[src/rtl/mem_boot_ctrl_pkg.sv]
// Shared types and constants for the mem_boot_ctrl boot sequencer.
package mem_boot_ctrl_pkg;

  typedef enum logic [2:0] {
    S_IDLE,
    S_LOAD_D,
    S_LOAD_I,
    S_RUN,
    S_DUMP_RD,
    S_DUMP_OUT,
    S_DONE
  } boot_state_e;

  localparam int unsigned ADDR_W   = 64;
  localparam int unsigned STREAM_W = 64;
  localparam int unsigned DMEM_W   = 64;
  localparam int unsigned IMEM_W   = 32;
  localparam int unsigned COUNT_W  = 32;

  localparam logic [6:0]  STOP_OPCODE = 7'b1111110;
  localparam int unsigned STOP_ID_MSB = 31;
  localparam int unsigned STOP_ID_LSB = 28;

  function automatic logic is_stop(input logic [6:0] opcode);
    return opcode == STOP_OPCODE;
  endfunction

endpackage

[src/rtl/boot_word_cnt.sv]
// Loadable up-counter with a terminal-count flag against a run-time limit.
module boot_word_cnt
  import mem_boot_ctrl_pkg::*;
#(
  parameter int unsigned WIDTH = 8
) (
  input  logic             clk,
  input  logic             arst,
  input  logic             load,
  input  logic [WIDTH-1:0] load_val,
  input  logic             inc,
  input  logic [WIDTH-1:0] last,
  output logic [WIDTH-1:0] count,
  output logic             tc
);

  logic [WIDTH-1:0] count_d, count_q;

  always_comb begin
    count_d = count_q;
    if (load) begin
      count_d = load_val;
    end else if (inc) begin
      count_d = count_q + WIDTH'(1);
    end
  end

  always_ff @(posedge clk or posedge arst) begin
    if (arst) begin
      count_q <= '0;
    end else begin
      count_q <= count_d;
    end
  end

  assign count = count_q;
  assign tc    = (count_q == last);

endmodule

[src/rtl/mem_boot_ctrl.sv]
// Boot sequencer: streams dmem/imem image, runs the core until STOP,
// optionally reads back a dmem window (MEM_BOOT_CTRL_READBACK_EN).
module mem_boot_ctrl
  import mem_boot_ctrl_pkg::*;
#(
  parameter int unsigned IMEM_WORDS = 512,
  parameter int unsigned DMEM_WORDS = 1024,
  parameter int unsigned DUMP_BASE  = 35,
  parameter int unsigned DUMP_LEN   = 12
) (
  input  logic                clk,
  input  logic                arst,
  input  logic                start,
  input  logic                s_valid,
  input  logic [STREAM_W-1:0] s_data,
  output logic                s_ready,
  output logic [ADDR_W-1:0]   addr_ext,
  output logic                wen_ext,
  output logic                ren_ext,
  output logic [IMEM_W-1:0]   wdata_ext,
  output logic [ADDR_W-1:0]   addr_ext_2,
  output logic                wen_ext_2,
  output logic                ren_ext_2,
  output logic [DMEM_W-1:0]   wdata_ext_2,
  input  logic [DMEM_W-1:0]   rdata_ext_2,
  input  logic [31:0]         instr,
  output logic                cpu_enable,
  output logic                m_valid,
  output logic [DMEM_W-1:0]   m_data,
  input  logic                m_ready,
  output logic [3:0]          stop_id,
  output logic [COUNT_W-1:0]  cycle_count,
  output logic                done
);

  localparam int unsigned MAX_WORDS = (DMEM_WORDS > IMEM_WORDS) ? DMEM_WORDS : IMEM_WORDS;
  localparam int unsigned CNT_W     = $clog2(MAX_WORDS + 1);
  localparam logic [CNT_W-1:0] D_LAST = CNT_W'(DMEM_WORDS - 1);
  localparam logic [CNT_W-1:0] I_LAST = CNT_W'(IMEM_WORDS - 1);

  boot_state_e        state_d, state_q;
  logic [CNT_W-1:0]   cnt, cnt_last;
  logic               cnt_tc, cnt_load, cnt_inc;
  logic               beat, stop_hit;
  logic               wen_d, wen_q, wen2_d, wen2_q, cpu_en_d, cpu_en_q;
  logic [ADDR_W-1:0]  addr_d, addr_q, addr2_d, addr2_q;
  logic [IMEM_W-1:0]  wdata_d, wdata_q;
  logic [DMEM_W-1:0]  wdata2_d, wdata2_q;
  logic [COUNT_W-1:0] cyc_d, cyc_q;
  logic [3:0]         stop_id_d, stop_id_q;

`ifdef MEM_BOOT_CTRL_READBACK_EN
  localparam int unsigned K_W = $clog2(DUMP_LEN + 1);
  localparam logic [K_W-1:0] K_LAST = K_W'(DUMP_LEN - 1);

  logic [K_W-1:0]    k;
  logic              k_tc, k_load, k_inc;
  logic              ren2_d, ren2_q, m_valid_d, m_valid_q;
  logic [DMEM_W-1:0] m_data_d, m_data_q;

  boot_word_cnt #(.WIDTH(K_W)) u_k_cnt (
    .clk      (clk),
    .arst     (arst),
    .load     (k_load),
    .load_val ('0),
    .inc      (k_inc),
    .last     (K_LAST),
    .count    (k),
    .tc       (k_tc)
  );
`endif

  assign cnt_last = (state_q == S_LOAD_D) ? D_LAST : I_LAST;

  boot_word_cnt #(.WIDTH(CNT_W)) u_word_cnt (
    .clk      (clk),
    .arst     (arst),
    .load     (cnt_load),
    .load_val ('0),
    .inc      (cnt_inc),
    .last     (cnt_last),
    .count    (cnt),
    .tc       (cnt_tc)
  );

  assign s_ready  = (state_q == S_LOAD_D) || (state_q == S_LOAD_I);
  assign beat     = s_valid && s_ready;
  // STOP only counts once the core is actually enabled, never in the RUN entry cycle.
  assign stop_hit = cpu_en_q && is_stop(instr[6:0]);

  always_comb begin
    state_d   = state_q;
    cnt_load  = 1'b0;
    cnt_inc   = 1'b0;
    wen_d     = 1'b0;
    wen2_d    = 1'b0;
    addr_d    = addr_q;
    addr2_d   = addr2_q;
    wdata_d   = wdata_q;
    wdata2_d  = wdata2_q;
    cpu_en_d  = 1'b0;
    cyc_d     = cyc_q;
    stop_id_d = stop_id_q;
`ifdef MEM_BOOT_CTRL_READBACK_EN
    k_load    = 1'b0;
    k_inc     = 1'b0;
    ren2_d    = 1'b0;
    m_valid_d = m_valid_q;
    m_data_d  = m_data_q;
`endif
    unique case (state_q)
      S_IDLE, S_DONE: begin
        if (start) begin
          state_d   = S_LOAD_D;
          cnt_load  = 1'b1;
          cyc_d     = '0;
          stop_id_d = '0;
        end
      end
      S_LOAD_D: begin
        if (beat) begin
          wen2_d   = 1'b1;
          addr2_d  = ADDR_W'(cnt) << 3;
          wdata2_d = s_data;
          if (cnt_tc) begin
            cnt_load = 1'b1;
            state_d  = S_LOAD_I;
          end else begin
            cnt_inc = 1'b1;
          end
        end
      end
      S_LOAD_I: begin
        if (beat) begin
          wen_d   = 1'b1;
          addr_d  = ADDR_W'(cnt) << 2;
          wdata_d = s_data[IMEM_W-1:0];
          if (cnt_tc) begin
            cnt_load = 1'b1;
            state_d  = S_RUN;
          end else begin
            cnt_inc = 1'b1;
          end
        end
      end
      S_RUN: begin
        cpu_en_d = 1'b1;
        if (cpu_en_q) begin
          if (cyc_q != '1) begin
            cyc_d = cyc_q + COUNT_W'(1);
          end
          if (stop_hit) begin
            cpu_en_d  = 1'b0;
            stop_id_d = instr[STOP_ID_MSB:STOP_ID_LSB];
`ifdef MEM_BOOT_CTRL_READBACK_EN
            state_d   = S_DUMP_RD;
            k_load    = 1'b1;
            ren2_d    = 1'b1;
            addr2_d   = ADDR_W'(DUMP_BASE) << 3;
`else
            state_d   = S_DONE;
`endif
          end
        end
      end
`ifdef MEM_BOOT_CTRL_READBACK_EN
      S_DUMP_RD: begin
        state_d = S_DUMP_OUT;
      end
      S_DUMP_OUT: begin
        // First DUMP_OUT cycle captures the read data; later cycles wait for the handshake.
        if (!m_valid_q) begin
          m_data_d  = rdata_ext_2;
          m_valid_d = 1'b1;
        end else if (m_ready) begin
          m_valid_d = 1'b0;
          if (k_tc) begin
            state_d = S_DONE;
          end else begin
            k_inc   = 1'b1;
            ren2_d  = 1'b1;
            addr2_d = (ADDR_W'(DUMP_BASE) + ADDR_W'(k) + ADDR_W'(1)) << 3;
            state_d = S_DUMP_RD;
          end
        end
      end
`endif
      default: state_d = S_IDLE;
    endcase
  end

  always_ff @(posedge clk or posedge arst) begin
    if (arst) begin
      state_q   <= S_IDLE;
      wen_q     <= 1'b0;
      wen2_q    <= 1'b0;
      addr_q    <= '0;
      addr2_q   <= '0;
      wdata_q   <= '0;
      wdata2_q  <= '0;
      cpu_en_q  <= 1'b0;
      cyc_q     <= '0;
      stop_id_q <= '0;
    end else begin
      state_q   <= state_d;
      wen_q     <= wen_d;
      wen2_q    <= wen2_d;
      addr_q    <= addr_d;
      addr2_q   <= addr2_d;
      wdata_q   <= wdata_d;
      wdata2_q  <= wdata2_d;
      cpu_en_q  <= cpu_en_d;
      cyc_q     <= cyc_d;
      stop_id_q <= stop_id_d;
    end
  end

`ifdef MEM_BOOT_CTRL_READBACK_EN
  always_ff @(posedge clk or posedge arst) begin
    if (arst) begin
      ren2_q    <= 1'b0;
      m_valid_q <= 1'b0;
      m_data_q  <= '0;
    end else begin
      ren2_q    <= ren2_d;
      m_valid_q <= m_valid_d;
      m_data_q  <= m_data_d;
    end
  end

  assign ren_ext_2 = ren2_q;
  assign m_valid   = m_valid_q;
  assign m_data    = m_data_q;

  logic unused_ok;
  assign unused_ok = ^instr[STOP_ID_LSB-1:7];
`else
  assign ren_ext_2 = 1'b0;
  assign m_valid   = 1'b0;
  assign m_data    = '0;

  logic        unused_ok;
  logic [31:0] unused_dump;
  assign unused_ok   = ^{instr[STOP_ID_LSB-1:7], m_ready, rdata_ext_2};
  assign unused_dump = DUMP_BASE ^ DUMP_LEN;
`endif

  assign addr_ext    = addr_q;
  assign wen_ext     = wen_q;
  assign ren_ext     = 1'b0;
  assign wdata_ext   = wdata_q;
  assign addr_ext_2  = addr2_q;
  assign wen_ext_2   = wen2_q;
  assign wdata_ext_2 = wdata2_q;
  assign cpu_enable  = cpu_en_q;
  assign stop_id     = stop_id_q;
  assign cycle_count = cyc_q;
  assign done        = (state_q == S_DONE);

endmodule

[config.mk]
export PLATFORM = sky130hd
export DESIGN_NAME = mem_boot_ctrl
export DESIGN_NICKNAME = d
export VERILOG_FILES = /design/src/rtl/mem_boot_ctrl_pkg.sv /design/src/rtl/boot_word_cnt.sv /design/src/rtl/mem_boot_ctrl.sv
export SDC_FILE = /design/constraint.sdc
export NUM_CORES = 1
export LEC_CHECK = 0
export BUFFER_PORTS_ARGS = -buffer_cell sky130_fd_sc_hd__buf_2
export CORE_AREA = 4 4 189 191
export CTS_BUF_LIST = sky130_fd_sc_hd__clkbuf_8
export DETAILED_ROUTE_END_ITERATION = 16
export DIE_AREA = 0 0 193 195
export PLACE_DENSITY = 0.6
export SETUP_SLACK_MARGIN = 0.5
export SLEW_MARGIN = 15
export SYNTH_ARGS = -nofsm -noshare
export SYNTH_HDL_FRONTEND = slang
export SYNTH_SLANG_ARGS = --single-unit
[constraint.sdc]
create_clock -name clk -period 7.8 [get_ports clk]
set_input_delay 0.78 -clock clk [delete_from_list [all_inputs] [get_ports clk]]
set_output_delay 0.78 -clock clk [all_outputs]
set_load 0.02 [all_outputs]
## Word level (Yosys, flattened, before mapping)

Cells that the tools add are included.

- Output and inout bits: 332
- RAM bits: 0
- Input port bits: 165
- Register bits after elaboration: 171
- Latch bits: 0
- Memory bits (read-only): 0
- Memories: 0
- Logic and storage cells: 73

- Muxes and demuxes: 32
- Order comparisons: 0
- Divide/modulo/power cells: 0
- Equality and inequality tests: 15
- Bitwise logic cells: 0
- Add/sub/neg operators: 2
- Multipliers: 0
- Shift-type cells: 0
- Reduce and logical (&&, ||, !) cells: 13

Operators by type and width:

| kind | number |
|---|---|
| two-way mux 32 bit | 3 |
| case mux 32 bit (2 select lines) | 1 |
| adder 32 x 1 -> 32 bit, second input constant | 1 |
| inequality test 32 bit, second input constant | 1 |
| two-way mux 11 bit | 2 |
| two-way mux 3 bit | 7 |
| inequality test 2 bit, second input constant | 8 |
| two-way mux 1 bit | 12 |
| two-way mux 4 bit | 3 |
| case mux 3 bit (4 select lines) | 1 |
| adder 11 x 1 -> 11 bit, second input constant | 1 |
| == test 11 x 10 -> 1 bit | 1 |
| two-way mux 10 bit | 1 |
| case mux 4 bit (2 select lines) | 1 |
| AND reduction 4 bit | 2 |
| == test 7 bit, second input constant | 1 |
| AND reduction 7 bit | 1 |
| == test 3 x 2 -> 1 bit, second input constant | 2 |
| AND reduction 2 bit | 2 |
| nonzero test 2 bit | 2 |
| OR reduction 2 bit | 2 |
| == test 3 x 1 -> 1 bit, second input constant | 1 |
| == test 3 bit, second input constant | 1 |
| zero test 3 bit | 1 |
| 3 further kinds | 4 |

## Longest topological paths before layout

- Depth in word-level cells: 8
- Gate-level depth with buffers: 8
- Depth with buffers taken out: 6

## Hierarchy

Synthesis repeated with hierarchy kept, for this count alone.

- Cells, all modules: 760
- Area, all modules: 8846.0 um^2

Modules (own cells, without submodules):

| module | instances | seq. area each (um^2) | area an instance (um^2) | cells an instance |
|---|---|---|---|---|
| mem_boot_ctrl | 1 | 4003.8 | 8109.0 | 678 |
| boot_word_cnt | 1 | 275.3 | 737.0 | 82 |

## Worst setup path before layout

Ideal clock, no wire load.

- Path type: in2reg
- From: input port start
- To: register cyc_q[8] (netlist: cycle_count[8])
- Stages on the path: 5
- Setup time: 78 ps
- Arrival: 2351 ps
- Buffers on the path: 0
- Path slack: 5371 ps
- Required time: 7722 ps
- Cells stage by stage: or4b_4 -> and3_4 -> or4b_1 -> or3_1 -> a21oi_1

- Word-level cells in the longest chain between the ends: 2

RTL lines:

| what | line | RTL |
|---|---|---|
| start: declaration | mem_boot_ctrl.sv:13 | `input logic start,` |
| inequality test 2 bit (no source line) | n/a |  |
| AND reduction 4 bit (no source line) | n/a |  |
| end signal: assignment | mem_boot_ctrl.sv:213 | `cyc_q <= cyc_d;` |
| end: declaration | mem_boot_ctrl.sv:49 | `logic [COUNT_W-1:0] cyc_d, cyc_q;` |

No other way between the ends.
A chain may end at the register's enable or synchronous reset.

## Worst setup path after layout

- From: register cyc_q[0] (netlist: cycle_count[0])
- To: register cyc_q[5] (netlist: cycle_count[5])

- Word-level cells in the longest chain between the ends: 4
- Elaborated cells on any way between the ends: 7
- Classes of those cells: add/sub (1); eq/ne (2); mux (3); reduce/logical (1)

RTL lines:

| what | line | RTL |
|---|---|---|
| adder 32 x 1 -> 32 bit | mem_boot_ctrl.sv:150 | `cyc_d = cyc_q + COUNT_W'(1);` |
| two-way mux 32 bit | mem_boot_ctrl.sv:149 | `if (cyc_q != '1) begin` |
| two-way mux 32 bit | mem_boot_ctrl.sv:148 | `if (cpu_en_q) begin` |
| case mux 32 bit (2 select lines) | mem_boot_ctrl.sv:111 | `unique case (state_q)` |

Parallel ways exist; a longest one is shown, timed or not. The select of a mux whose other input is x is not followed.

==> impl_metrics.yaml <==
logic_synthesis:
  synth_edf_count: 0
  netlist.area_leader.share_pct: 49.43
  synth_cell_types: 50
  yosys_warnings: 0
  synth.most_common_cell: "buf_4"
  ys_ff_latch: 171
  syn_inst: 760
  synth.area.top_cells: "dfrtp_1 49%, mux2_2 15%, buf_4 15%"
  ys_async_sr_fraction_pct: 100.0
  synth_top_flop_cell: "dfrtp_1"
  synth_top_area_cell: "dfrtp_1"
  synth_common_cells: "173 x buf_4, 171 x dfrtp_1, 119 x mux2_2"
  yosysSeqAreaShare_pct: 49.43
  synth_area_sq_mm: 0.008657
  avgSynthCellArea_sq_um: 11.39
critical_path:
  r2r_slack_ps: 4850
  crit_path_end_kind: "flop"
  worstRegToRegCells: 6
  crit_arrival_ps: 3360
  critPathLaunchType: "flop"
  cp_top_family: "compound AO/OA/AOI/OAI gates"
  regToRegStartpoint: "cycle_count[0]"
  worst_path_max_delay_cell: "o31ai_2"
  required_ps: 8210
  path_cells: "ha_1 > nand4_1 > or4_1 > o31ai_2 > o21ai_0 > a21oi_1"
  slowest_delay_ps: 780
  critical_path_class: "flop to flop"
  r2r_end: "cycle_count[5]"
  crit_fanout: 13
  cp.buffers_inverters: 0
drt:
  ant_nets: 0
  wl_per_cell_um: 15.10
  drt-initial-drc-count: 239
  vias: 6104
  first_pass_iters: 4
  viasPerCell: 4.189
  drt-total-wl_um: 22000
  drc: 0
clock_network:
  clock_path_buffers: 2
  htree_num_levels: 4
  cts_resized: 0
  cts_buffers: 17
  clk_pin_slew_ps: 110
  cts.sinks: 171
  cts_tree: "done"
  hold_buffers: 0
  cts_setup_buffers: 0
  insertion_delay_ps: 490
  root_buffer: "clkbuf_8"
floorplan:
  io_pins: 497
  fp.dieH_um: 195
  die_w_um: 193
  dieArea_sq_mm: 0.03764
  rows: 68
  core_sq_mm: 0.03412
  initial_utilization_pct: 25.37
global_route:
  grt_util_all_layers_pct: 11.25
  grt_pass1_wl_um: 32810
  grt_max_degree: 102
  grt_overflow: 0
  antenna_found_initial: 1
  grt_pass1_vias: 5748
min_path:
  min_path_type: "input pin to asynchronous set/reset pin"
pwr:
  cellPowerDensity_mw_per_mm2: 198.4
  power.leakage_nw: 4.939
  peakVddDrop_v: 0.0001817
cells_and_area:
  fin_area_sq_mm: 0.01007
  syn2layout_area_growth_pct: 16.33
  diodes: 0
  drive_gt1_share_pct: 40.32
  nets: 1156
placed_design:
  routabilityCongestion: 0.7953
  dp_hpwl_um: 16090
  place_area_sq_mm: 0.009671
  io_buffers: 237
flow_run:
  drv_cap: 0
timing:
  report.final.slew_viol_count: 0
  fin_setup_tns_ps: 0
  finalCritPeriodShare_pct: 37.83
  setup_viol: 0
  max_slew_margin_pct: 24.87
  skew_ps: 15.68
  hold_viol: 0
  max_freq_mhz: 338.9
  min_period_ps: 2951
  worstMarginPinSlew_ps: 1127
  rsz0062_at_grt: "false"
status:
  status: "finished clean"
routing by layer:
layer / GRT usage [%] / vias up / wire length (um)
li1: - / 2813 / -
met5: 0 / - / 20
met2: 18.12 / 279 / 10570
met4: 3.881 / 2 / 409
met1: 13.80 / 2980 / 8949
met3: 4.290 / 30 / 2050
per-stage QoR:
| step | utilization (%) | setup WS [ps] | hold slack, ps | cells | power [mW] |
|---|---|---|---|---|---|
| after CTS | 29.52 | 4869 | 439.5 | 1457 | 2.038 |
| after detailed placement | 28.34 | 4767 | 489.4 | 1425 | 1.378 |
| after global routing | 29.52 | 4599 | 451.5 | 1457 | 2.108 |
| after global placement | 28.34 | 4790 | 483.6 | 1425 | 1.372 |
| after floorplan | - | 2388 | 521.0 | 932 | 1.324 |
| final | 29.52 | 4849 | 484.8 | 1457 | 1.998 |
cell type report:
cell class / count / area [sq um]
Fill cell: 3581 / 24050
Sequential cell: 171 / 4279
Multi-Input combinational cell: 550 / 3575
Timing Repair Buffer: 240 / 1209
Tap cell: 455 / 569.3
Clock buffer: 18 / 247.7
Clock inverter: 14 / 152.6
Inverter: 9 / 38.79
placed cells by master, fill, tap and decap left out, types with 14 or more instances in the layout:
master    instances
a21oi_1          33
buf_2           237
clkbuf_8         18
conb_1          173
dfrtp_1         171
mux2_2          119
nand2_1          23
nand3_1          14
nand4_1          20
nor2_1           22
o21ai_0          25
or3_1            20
registers in the layout, summed over array words and instances (netlist names):
register,count
wdata_ext_2,64
cycle_count,32
wdata_ext,32
addr_ext,11
addr_ext_2,11
u_word_cnt.count,11
stop_id,4
state_q,3
cpu_enable,1
wen_ext,1
wen_ext_2,1
power by group:
part	switching (mW)	internal, mW
Clock	0.393	0.249
Combinational	0.240	0.114
Sequential	0.0484	0.955
kinds of logic (layout without fill, tap and decap cells):
group	after synthesis	count (layout)	synth area share, %
mux	120	120	15.59
simple gates	158	158	10.68
xor+xnor	9	9	0.9106
fa+ha+maj	2	2	0.2890
flops	171	171	49.43
compound gates	88	88	6.200
other cells	1	173	0.04332
buf+inv	211	281	16.85
worst max-delay path by stage:
| stage | startpoint | to | slack, ps | depth (start not counted) |
|---|---|---|---|---|
| 3_3_place_gp | start | cycle_count[15] | 4790 | 6 |
| 3_5_place_dp | start | cycle_count[17] | 4770 | 6 |
| 5_1_grt | cycle_count[0] | cycle_count[5] | 4600 | 6 |
| 2_1_floorplan | arst | addr_ext[10] | 2390 | 1 |
| 6_report | cycle_count[0] | cycle_count[5] | 4850 | 6 |
| 4_1_cts | cycle_count[0] | cycle_count[7] | 4870 | 6 |
Note: power is estimated with default switching activity, not from simulation.
